File: config.mk
export PLATFORM = sky130hd
export DESIGN_NAME = hamming_scrub_ctrl_flat
export DESIGN_NICKNAME = d
export VERILOG_FILES = /design/src/rtl/hamming_mem_pkg.sv /design/src/rtl/hamming_scrub_ctrl_if.sv /design/src/rtl/hamming_rd_pipe.sv /design/src/rtl/hamming_scrub_ctrl.sv /design/src/flat_wrapper.sv
export SDC_FILE = /design/constraint.sdc
export NUM_CORES = 1
export LEC_CHECK = 0
export CELL_PAD_IN_SITES_DETAIL_PLACEMENT = 2
export CELL_PAD_IN_SITES_GLOBAL_PLACEMENT = 2
export CORE_MARGIN = 4
export CORE_UTILIZATION = 32
export CTS_CLUSTER_DIAMETER = 60
export CTS_CLUSTER_SIZE = 40
export DETAILED_ROUTE_END_ITERATION = 7
export HOLD_SLACK_MARGIN = 0.12
export PLACE_DENSITY_LB_ADDON = 0.3
export RECOVER_POWER = 100
export SLEW_MARGIN = 20
export SYNTH_ARGS = -nofsm -noshare
export SYNTH_HDL_FRONTEND = slang
export SYNTH_HIERARCHICAL = 1
export SYNTH_SLANG_ARGS = --single-unit
File: constraint.sdc
create_clock -name clk -period 2.5 [get_ports clk]
set_input_delay 0.375 -clock clk [delete_from_list [all_inputs] [get_ports clk]]
set_output_delay 0.375 -clock clk [all_outputs]
set_load 0.01 [all_outputs]
File: src/rtl/hamming_mem_pkg.sv
// Shared types and constants for the Hamming-protected SRAM front end
// (host/scrub arbiter, read pipeline, host interface).
package hamming_mem_pkg;

  localparam int ADDR_W = 8;
  localparam int DATA_W = 8;

  typedef enum logic [3:0] {
    IDLE = 4'b0001,
    RD   = 4'b0010,
    WAIT = 4'b0100,
    WB   = 4'b1000
  } scrub_state_t;

  typedef struct packed {
    logic              enable;
    logic              we;
    logic [ADDR_W-1:0] addr;
    logic [DATA_W-1:0] data;
  } mem_cmd_t;

  function automatic logic [15:0] sat_inc16(input logic [15:0] v);
    logic [15:0] r;
    if (v == 16'hFFFF) begin
      r = v;
    end else begin
      r = v + 16'd1;
    end
    return r;
  endfunction

endpackage

File: src/rtl/hamming_scrub_ctrl_if.sv
// Host command/response bus of the scrub controller; the host drives the
// master side, the controller implements the slave side.
interface hamming_scrub_ctrl_if;
  import hamming_mem_pkg::*;

  logic              req;
  logic              we;
  logic [ADDR_W-1:0] addr;
  logic [DATA_W-1:0] wdata;
  logic              ready;
  logic              rvalid;
  logic [DATA_W-1:0] rdata;

  modport master (
    output req, we, addr, wdata,
    input  ready, rvalid, rdata
  );

  modport slave (
    input  req, we, addr, wdata,
    output ready, rvalid, rdata
  );

endinterface

File: src/rtl/hamming_rd_pipe.sv
// Tags accepted host reads and raises rvalid exactly when the SRAM returns
// their data; independent of the scrub FSM so in-flight reads always complete.
module hamming_rd_pipe
  import hamming_mem_pkg::*;
#(
  parameter int MEM_RD_LAT = 1
) (
  input  logic              clk,
  input  logic              rst_n,
  input  logic              rd_accept_i,
  input  logic [DATA_W-1:0] mem_data_out_i,
  output logic              rvalid_o,
  output logic [DATA_W-1:0] rdata_o
);

  logic [MEM_RD_LAT:0] tag_q;
  logic [MEM_RD_LAT:0] tag_d;

  // Next tag vector: shift in this cycle's acceptance.
  always_comb begin
    tag_d = {tag_q[MEM_RD_LAT-1:0], rd_accept_i};
  end

  // Tag shift register.
  always_ff @(posedge clk or negedge rst_n) begin
    if (!rst_n) begin
      tag_q <= '0;
    end else begin
      tag_q <= tag_d;
    end
  end

  assign rvalid_o = tag_q[MEM_RD_LAT];
  assign rdata_o  = tag_q[MEM_RD_LAT] ? mem_data_out_i : {DATA_W{1'b0}};

endmodule

File: src/rtl/hamming_scrub_ctrl.sv
// Host/scrub arbiter in front of the Hamming-protected SRAM: host commands pass
// through, and periodic read/write-back pairs walk every address to flush single-bit errors.
module hamming_scrub_ctrl
  import hamming_mem_pkg::*;
#(
  parameter int MEM_RD_LAT     = 1,
  parameter int SCRUB_INTERVAL = 1024,
  parameter int STARVE_LIMIT   = 16
) (
  input  logic                clk,
  input  logic                rst_n,
  input  logic                scrub_en_i,
  hamming_scrub_ctrl_if.slave host_if,
  output logic                mem_enable_o,
  output logic                mem_we_o,
  output logic [ADDR_W-1:0]   mem_addr_o,
  output logic [DATA_W-1:0]   mem_data_in_o,
  input  logic [DATA_W-1:0]   mem_data_out_i,
  output logic                scrub_busy_o,
  output logic                pass_done_o,
  output logic [15:0]         pass_count_o
);

  localparam int IV_W = $clog2(SCRUB_INTERVAL);
  localparam int ST_W = $clog2(STARVE_LIMIT + 1);
  localparam int WT_W = $clog2(MEM_RD_LAT + 1);

  scrub_state_t      state_q, state_d;
  logic [IV_W-1:0]   ivl_q, ivl_d;
  logic              pend_q, pend_d;
  logic [ST_W-1:0]   starve_q, starve_d;
  logic [WT_W-1:0]   wait_q, wait_d;
  logic [ADDR_W-1:0] saddr_q, saddr_d;
  mem_cmd_t          cmd_q, cmd_d;
  logic              pdone_q, pdone_d;
  logic [15:0]       pcnt_q, pcnt_d;

  logic ivl_hit_s;
  logic scrub_go_s;
  logic host_acc_s;
  logic host_ready_s;

  // Arbitration: a pending scrub wins when the host is quiet or has starved it long enough.
  always_comb begin
    scrub_go_s   = (state_q == IDLE) && pend_q &&
                   (!host_if.req || (starve_q == ST_W'(STARVE_LIMIT)));
    host_ready_s = (state_q == IDLE) && !scrub_go_s;
    host_acc_s   = host_ready_s && host_if.req;
  end

  // Interval counter, pending flag and starvation counter.
  always_comb begin
    ivl_hit_s = 1'b0;
    ivl_d     = ivl_q;
    pend_d    = pend_q;
    starve_d  = starve_q;
    if (!scrub_en_i) begin
      ivl_d = '0;
    end else if (ivl_q == IV_W'(SCRUB_INTERVAL - 1)) begin
      ivl_d     = '0;
      ivl_hit_s = 1'b1;
    end else begin
      ivl_d = ivl_q + IV_W'(1);
    end
    // A request landing on the write-back cycle survives the clear.
    if (!scrub_en_i) begin
      pend_d = 1'b0;
    end else if (ivl_hit_s) begin
      pend_d = 1'b1;
    end else if (state_q == WB) begin
      pend_d = 1'b0;
    end else begin
      pend_d = pend_q;
    end
    if (scrub_go_s || !pend_q) begin
      starve_d = '0;
    end else if ((state_q == IDLE) && host_if.req && (starve_q != ST_W'(STARVE_LIMIT))) begin
      starve_d = starve_q + ST_W'(1);
    end else begin
      starve_d = starve_q;
    end
  end

  // Scrub FSM and next mem_* command.
  always_comb begin
    state_d = state_q;
    wait_d  = wait_q;
    saddr_d = saddr_q;
    pcnt_d  = pcnt_q;
    pdone_d = 1'b0;
    cmd_d   = '0;
    case (state_q)
      IDLE: begin
        if (scrub_go_s) begin
          state_d      = RD;
          cmd_d.enable = 1'b1;
          cmd_d.addr   = saddr_q;
        end else if (host_acc_s) begin
          cmd_d.enable = 1'b1;
          cmd_d.we     = host_if.we;
          cmd_d.addr   = host_if.addr;
          cmd_d.data   = host_if.we ? host_if.wdata : {DATA_W{1'b0}};
        end else begin
          state_d = IDLE;
        end
      end
      RD: begin
        state_d = WAIT;
        wait_d  = '0;
      end
      WAIT: begin
        // The write-data register doubles as the scrub buffer.
        if (wait_q == WT_W'(MEM_RD_LAT - 1)) begin
          state_d      = WB;
          cmd_d.enable = 1'b1;
          cmd_d.we     = 1'b1;
          cmd_d.addr   = saddr_q;
          cmd_d.data   = mem_data_out_i;
        end else begin
          wait_d = wait_q + WT_W'(1);
        end
      end
      WB: begin
        state_d = IDLE;
        saddr_d = saddr_q + ADDR_W'(1);
        if (saddr_q == {ADDR_W{1'b1}}) begin
          pdone_d = 1'b1;
          pcnt_d  = sat_inc16(pcnt_q);
        end else begin
          pdone_d = 1'b0;
        end
      end
      default: begin
        state_d = IDLE;
      end
    endcase
  end

  // State and output registers.
  always_ff @(posedge clk or negedge rst_n) begin
    if (!rst_n) begin
      state_q  <= IDLE;
      ivl_q    <= '0;
      pend_q   <= 1'b0;
      starve_q <= '0;
      wait_q   <= '0;
      saddr_q  <= '0;
      cmd_q    <= '0;
      pdone_q  <= 1'b0;
      pcnt_q   <= 16'h0000;
    end else begin
      state_q  <= state_d;
      ivl_q    <= ivl_d;
      pend_q   <= pend_d;
      starve_q <= starve_d;
      wait_q   <= wait_d;
      saddr_q  <= saddr_d;
      cmd_q    <= cmd_d;
      pdone_q  <= pdone_d;
      pcnt_q   <= pcnt_d;
    end
  end

  hamming_rd_pipe #(
    .MEM_RD_LAT (MEM_RD_LAT)
  ) u_rd_pipe (
    .clk            (clk),
    .rst_n          (rst_n),
    .rd_accept_i    (host_acc_s && !host_if.we),
    .mem_data_out_i (mem_data_out_i),
    .rvalid_o       (host_if.rvalid),
    .rdata_o        (host_if.rdata)
  );

  assign host_if.ready = host_ready_s;
  assign mem_enable_o  = cmd_q.enable;
  assign mem_we_o      = cmd_q.we;
  assign mem_addr_o    = cmd_q.addr;
  assign mem_data_in_o = cmd_q.data;
  assign scrub_busy_o  = (state_q != IDLE);
  assign pass_done_o   = pdone_q;
  assign pass_count_o  = pcnt_q;

endmodule

File: src/flat_wrapper.sv
// flat-port wrapper written by rule: the top's interface ports become plain ports
module hamming_scrub_ctrl_flat import hamming_mem_pkg::*;
#(
  parameter int MEM_RD_LAT     = 1,
  parameter int SCRUB_INTERVAL = 1024,
  parameter int STARVE_LIMIT   = 16
)
  (clk, rst_n, scrub_en_i, mem_enable_o, mem_we_o, mem_addr_o, mem_data_in_o, mem_data_out_i, scrub_busy_o, pass_done_o, pass_count_o, host_if_req, host_if_we, host_if_addr, host_if_wdata, host_if_ready, host_if_rvalid, host_if_rdata);
  hamming_scrub_ctrl_if host_if_i ();
  input  logic clk;
  input  logic rst_n;
  input  logic scrub_en_i;
  output logic mem_enable_o;
  output logic mem_we_o;
  output logic [ADDR_W-1:0] mem_addr_o;
  output logic [DATA_W-1:0] mem_data_in_o;
  input  logic [DATA_W-1:0] mem_data_out_i;
  output logic scrub_busy_o;
  output logic pass_done_o;
  output logic [15:0] pass_count_o;
  input wire logic [$bits(host_if_i.req)-1:0] host_if_req;
  input wire logic [$bits(host_if_i.we)-1:0] host_if_we;
  input wire logic [$bits(host_if_i.addr)-1:0] host_if_addr;
  input wire logic [$bits(host_if_i.wdata)-1:0] host_if_wdata;
  output wire logic [$bits(host_if_i.ready)-1:0] host_if_ready;
  output wire logic [$bits(host_if_i.rvalid)-1:0] host_if_rvalid;
  output wire logic [$bits(host_if_i.rdata)-1:0] host_if_rdata;
  assign host_if_i.req = host_if_req;
  assign host_if_i.we = host_if_we;
  assign host_if_i.addr = host_if_addr;
  assign host_if_i.wdata = host_if_wdata;
  assign host_if_ready = host_if_i.ready;
  assign host_if_rvalid = host_if_i.rvalid;
  assign host_if_rdata = host_if_i.rdata;
  hamming_scrub_ctrl #(.MEM_RD_LAT(MEM_RD_LAT), .SCRUB_INTERVAL(SCRUB_INTERVAL), .STARVE_LIMIT(STARVE_LIMIT)) u_core (.clk(clk), .rst_n(rst_n), .scrub_en_i(scrub_en_i), .host_if(host_if_i), .mem_enable_o(mem_enable_o), .mem_we_o(mem_we_o), .mem_addr_o(mem_addr_o), .mem_data_in_o(mem_data_in_o), .mem_data_out_i(mem_data_out_i), .scrub_busy_o(scrub_busy_o), .pass_done_o(pass_done_o), .pass_count_o(pass_count_o));
endmodule
==> results of run 1 <==
-- cell families (layout without fill, tap and decap cells) --
kind of cell | count (synthesis) | in the layout | share of synthesized area [%]
simple gates | 104 | 104 | 23.2
flops | 65 | 65 | 54.7
compound gates | 30 | 30 | 8.79
xor+xnor | 30 | 30 | 8.83
buf+inv | 10 | 107 | 1.60
fa+ha+maj | 5 | 5 | 2.10
mux | 2 | 2 | 0.757
-- sequential cells by signal, summed over array words and instances (netlist names) --
register	flops
u_core/ivl_q	10
u_core/u_rd_pipe/tag_q	2
u_core/saddr_q	8
u_core/mem_enable_o	1
u_core/starve_q	5
u_core/mem_addr_o	8
u_core/pend_q	1
u_core/state_q	4
u_core/mem_we_o	1
u_core/pass_done_o	1
u_core/mem_data_in_o	8
u_core/pass_count_o	16
-- per-layer routing --
metal | GRT usage (%) | part of all wire, % | vias to the layer above
met5 | 0 | 0 | -
met4 | 4.65 | 1.6 | 0
met3 | 4.10 | 4.1 | 9
met2 | 27.5 | 50 | 62
met1 | 20.2 | 44 | 1161
li1 | - | - | 1061
-- repair_timing --
item	CTS	global route
setup buffers	0	0
endpoints found under the setup margin	1	0
hold buffers	1	0
endpoints found under the hold margin	20	0
resized for setup	1	0
-- final cells by class --
cell class / count / share of cell area [%]
well taps: 108 / 3.34
repair buffers: 85 / 19.8
clock inverters: 5 / 1.36
inverters: 6 / 0.619
flip-flops and latches: 65 / 40.2
clock buffers: 11 / 3.50
multi-input cells: 171 / 31.1
-- synth_stat cells, types with 3 or more instances --
library cell / count / area share (%)
dfrtp_1: 64 / 54
xor2_1: 19 / 5.6
and2_1: 15 / 3.2
nand2_1: 15 / 1.9
nor2_1: 11 / 1.4
xnor2_1: 11 / 3.2
nand3_1: 10 / 1.7
nor3_1: 9 / 1.5
a22o_1: 8 / 2.4
a22o_2: 8 / 2.7
and3_1: 8 / 1.7
nand4_1: 6 / 1.3
ha_1: 5 / 2.1
inv_1: 5 / 0.63
nand2b_1: 4 / 0.84
clkbuf_1: 3 / 0.38
nor3b_1: 3 / 0.76
nor4_1: 3 / 0.63
nor4b_1: 3 / 0.88
nor4b_2: 3 / 1.5
o21a_1: 3 / 0.76
-- path summary, 6_finish.rpt --
| check | startpoint | endpoint | slack [ps] |
|---|---|---|---|
| max reg2reg | u_core/state_q[2] | u_core/pass_count_o[11] | 180 |
| min | u_core/u_rd_pipe/tag_q[0] | u_core/u_rd_pipe/tag_q[1] | 360 |
| max in group asynchronous | rst_n | u_core/ivl_q[5] | 430 |
| min reg2reg | u_core/u_rd_pipe/tag_q[0] | u_core/u_rd_pipe/tag_q[1] | 360 |
| max | u_core/state_q[0] | scrub_busy_o | 130 |
| min in group asynchronous | rst_n | u_core/starve_q[3] | 810 |
-- metrics by stage --
step	worst slack [ps]	utilization [%]
CTS	138	46.3
global placement	330	44.0
finish	132	45.5
global route	29.6	45.5
detailed placement	273	44.0
floorplan	588	-
-- power groups by stage --
| stage | sequential, uW | combinational, uW | clock [uW] |
|---|---|---|---|
| after global placement | 1130 | 309 | 0 |
| after detailed placement | 1140 | 315 | 0 |
| after CTS | 1120 | 315 | 928 |
| after global routing | 1110 | 307 | 985 |
| after floorplan | 1140 | 103 | 0 |
| final | 1110 | 282 | 899 |
==> results.txt, run 1 <==
Final max-slew violation count = 0
PortBufs = 74
Worst Reg2Reg Path Length in Cells = 5
H-tree Lvls = 3
CTS tree = yes
Max Fclk = 422 MHz
Crit path launch type = register
Worst EP required = 2120 ps
Die height = 104 um
Cts bufs inserted = 9
DR WL/cell = 18.6 um
Antenna violations before repair = 0
Die ar. = 10,900 um2
Worst-Skew Late Latency = 340 ps
Area after DPL = 3910 um2
GPL Wtd Cong = 0.752
# IOs = 75
Yosys cell types = 42
Ys Warns = 6
Gr ovfl total = 0
Via count = 2,293
Hold Fails Final Rpt = 0
Rel. slew slack = 18.1%
Final setup fails = 0
Post-Syn Area per Cell = 12.1 um2
Cell family with most CP delay = buffers and inverters
Final net count = 372
Synthesized Nets = 280
Layout area overhead = 36.0%
WHS = 357 ps
WL final = 8400 um
Final cell count without fillers = 451
Worst-Margin Slew = 1230 ps
Clock share of power = 39.2%
Pin count of the biggest net entering global routing = 25
Die X = 104 um
First-pass GRT wire length = 14,100 um
Sw Pwr = 570 uW
VDD IR-drop max = 0.286 mV
# clock sinks = 65
Syn Std Cell Area = 2970 um2
Kind of critical path = reg2out
# fillers = 920
Hold crit path type = reg2reg
Tcrit/Tclk final = 94.7%
Stages on worst setup path = 3
Initial core utilization = 33.5%
WP buf/inv = 2
Slowest stage delay, CP = 630 ps
Core Area = 8890 um2
DRC = 0
Hpwl dp = 6200 um
RSZ-0062 raised after global routing = no
CTS Root Cell = clkbuf_8
Number of flops mapped to enable cells by yosys = 0
Post-Syn Instances = 246
Max-Cap Viols = 0
Internal = 1720 uW
FFs w/ async S/R, synth = 100%
Sequential share of the synthesized area = 54.7%
Worst Setup End Kind = output port
Most common library cell in the layout ignoring fill and taps = dfrtp_1
DRT antenna net count = 0
Clock Path Buffers = 2
Synthesized flop and latch total = 65
Crit-path slowest cell = dlygate4sd3_1
Vias in the first global route = 2,611
Worst-path clk slew = 80 ps
CP max FO = 10
Most used flip-flop cell after synthesis = dfrtp_1
Layout cells sized above 1 = 12.0%
Ordered list of cells on the worst path = nor4b_4, inv_4, dlygate4sd3_1
Pwr dens = 566 nW/um2
Hold path depth = 0
Global-route usage over all layers = 16.2%
Sequential cell area = 1630 um2
Comb pwr share = 12.3%
Via density = 5.08
DRT iter0 DRCs = 50
Final Total Pwr = 2290 uW
Area of the multi-input gates = 1260 um2
Worst EP arrival = 1990 ps
Lkg Pwr = 0.00199 uW
Placed insts = 434
Sequential power share = 48.4%
Status = finished, final reports clean
# rows = 34
Fin crit period = 2370 ps
Final TNS setup = 0 ps
Commonest non-fill, non-tap cells in the layout = dfrtp_1 (64), dlygate4sd3_1 (46), clkdlybuf4s50_1 (27), xor2_1 (19), nand2_1 (15)
Initial DRT Pass Iterations = 4
Antenna fix cells = 0
Sw Ratio = 24.9%
Clock skew = 9.95 ps
Cell area after layout = 4050 um2
No activity file was read; power rests on OpenSTA's default activity.
==> run 2: changes to the inputs <==
--- a/config.mk
+++ b/config.mk
@@ -13,7 +13,7 @@
 export CTS_CLUSTER_SIZE = 40
 export DETAILED_ROUTE_END_ITERATION = 7
 export HOLD_SLACK_MARGIN = 0.12
-export PLACE_DENSITY_LB_ADDON = 0.3
+export PLACE_DENSITY = 0.82
 export RECOVER_POWER = 100
 export SLEW_MARGIN = 20
 export SYNTH_ARGS = -nofsm -noshare
==> results.txt, run 2 (same netlist as run 1, synthesis figures left out) <==
Worst-path clk slew = 70 ps
Final max-slew violation count = 0
Die X = 104 um
# clock sinks = 65
Final net count = 372
Max Fclk = 436 MHz
First-pass GRT wire length = 14,300 um
Commonest non-fill, non-tap cells in the layout = dfrtp_1 (64), dlygate4sd3_1 (44), clkdlybuf4s50_1 (29), xor2_1 (19), nand2_1 (15)
DRT iter0 DRCs = 73
VDD IR-drop max = 0.223 mV
Layout area overhead = 36.4%
Global-route usage over all layers = 16.9%
Clock Path Buffers = 2
GPL Wtd Cong = 0.714
Hpwl dp = 6430 um
Pin count of the biggest net entering global routing = 35
Flop2flop setup slack = 260 ps
Launch point of the worst reg-to-reg path = u_core/state_q[2]
Worst EP arrival = 1920 ps
Cts bufs inserted = 9
HP Start = u_core/u_rd_pipe/tag_q[0]
WL final = 8680 um
CP max FO = 10
Crit path launch type = register
# IOs = 75
Hold Fails Final Rpt = 0
Cell area after layout = 4060 um2
Final Total Pwr = 2290 uW
Slowest stage delay, CP = 620 ps
Tcrit/Tclk final = 91.8%
Max-Cap Viols = 0
Lkg Pwr = 0.00198 uW
Hold crit path type = reg2reg
CTS tree = yes
Crit-path slowest cell = dfstp_1
DRC = 0
Worst-Skew Late Latency = 350 ps
Antenna fix cells = 0
Antenna violations before repair = 0
Layout cells sized above 1 = 12.2%
DRT antenna net count = 0
Via density = 5.08
Max FFs per register = 16
Pwr dens = 565 nW/um2
Setup Buffers After CTS = 0
Die ar. = 10,900 um2
PortBufs = 74
Fin crit period = 2290 ps
Worst Reg2Reg Path Length in Cells = 5
Gr ovfl total = 0
Final setup fails = 0
DR WL/cell = 19.3 um
CTS Root Cell = clkbuf_8
Ordered list of cells on the worst path = nor4b_4, inv_4, clkdlybuf4s50_1
Status = finished, final reports clean
RSZ-0062 raised after global routing = no
Initial core utilization = 33.5%
Clock skew = 13.6 ps
Area after DPL = 3910 um2
Capture point of the worst reg-to-reg path = u_core/pass_count_o[9]
H-tree Lvls = 3
Worst-Margin Slew = 848 ps
Final TNS setup = 0 ps
Rel. slew slack = 43.4%
Most common library cell in the layout ignoring fill and taps = dfrtp_1
Worst Setup End Kind = output port
Die height = 104 um
Worst Hold Endpoint = u_core/u_rd_pipe/tag_q[1]
Initial DRT Pass Iterations = 4
Core Area = 8890 um2
Via count = 2,291
Hold path depth = 0
Worst EP required = 2120 ps
Kind of critical path = reg2out
Vias in the first global route = 2,609
# rows = 34
run 2: cell count changes in the layout (fill, tap and decap cells not counted), moves of 2 or more:
cell / delta
and2_0: +2
and2_1: -2
clkbuf_1: +2
clkdlybuf4s50_1: +2
clkinvlp_4: -2
dlygate4sd3_1: -2
run 2: cell type report:
cell class / instances / area [um2]
Inverter: 6 / 25.0
Timing Repair Buffer: 85 / 798
Clock inverter: 4 / 45.0
Multi-Input combinational cell: 171 / 1280
Sequential cell: 65 / 1630
Clock buffer: 12 / 145
Tap cell: 108 / 135
Fill cell: 928 / 4830
run 2: layer usage:
metal / part of all wire [%] / vias up / GRT usage (%) / wire (um)
met5: 0 / - / 0 / 0
met4: 1.6 / 0 / 6.84 / 138
met3: 3.8 / 10 / 2.73 / 329
met2: 52 / 58 / 30.1 / 4550
met1: 42 / 1165 / 20.0 / 3670
li1: - / 1058 / - / -
run 2: worst max-delay path by stage:
stage / from / slack, ps / to
final: u_core/state_q[0] / 210 / scrub_busy_o
after floorplan: u_core/state_q[2] / 590 / u_core/pass_count_o[1]
after global routing: u_core/starve_q[0] / 70 / host_if_ready
after global placement: u_core/starve_q[0] / 330 / host_if_ready
after detailed placement: u_core/starve_q[0] / 260 / host_if_ready
after CTS: u_core/starve_q[0] / 150 / host_if_ready
run 2: metrics by stage:
| stage | hold WS (ps) | instances | utilization (%) | worst slack [ps] |
|---|---|---|---|---|
| CTS | 354 | 451 | 46.2 | 146 |
| finish | 352 | 451 | 45.6 | 205 |
| floorplan | 79.4 | 246 | - | 588 |
| detailed placement | 337 | 434 | 44.0 | 257 |
| global placement | 337 | 434 | 44.0 | 325 |
| global route | 371 | 451 | 45.6 | 74.1 |
run 2: what timing repair did:
item | in CTS | in global routing
endpoints found under the setup margin | 1 | 0
gates resized for setup | 1 | 0
hold buffers | 1 | 0
hold endpoints to repair | 64 | 0
run 2: report_power, final:
group	switching, uW	total (uW)	internal (uW)
Sequential	22.2	1110	1090
Combinational	137	285	148
Clock	409	893	484
run 2: critical path: cells and delay by family, from the launching register on:
family,cells,cell delay [ps]
buffers and inverters,2,620
flip-flops,1,620
AND/OR/NAND/NOR,1,330
==> run 3: changes to the inputs <==
--- a/config.mk
+++ b/config.mk
@@ -12,6 +12,7 @@
 export CTS_CLUSTER_DIAMETER = 60
 export CTS_CLUSTER_SIZE = 40
 export DETAILED_ROUTE_END_ITERATION = 7
+export GPL_TIMING_DRIVEN = 1
 export HOLD_SLACK_MARGIN = 0.12
 export PLACE_DENSITY = 0.82
 export RECOVER_POWER = 100
==> results of run 3 <==
No change in the layout: final DEF, timing and power equal those of run 2.
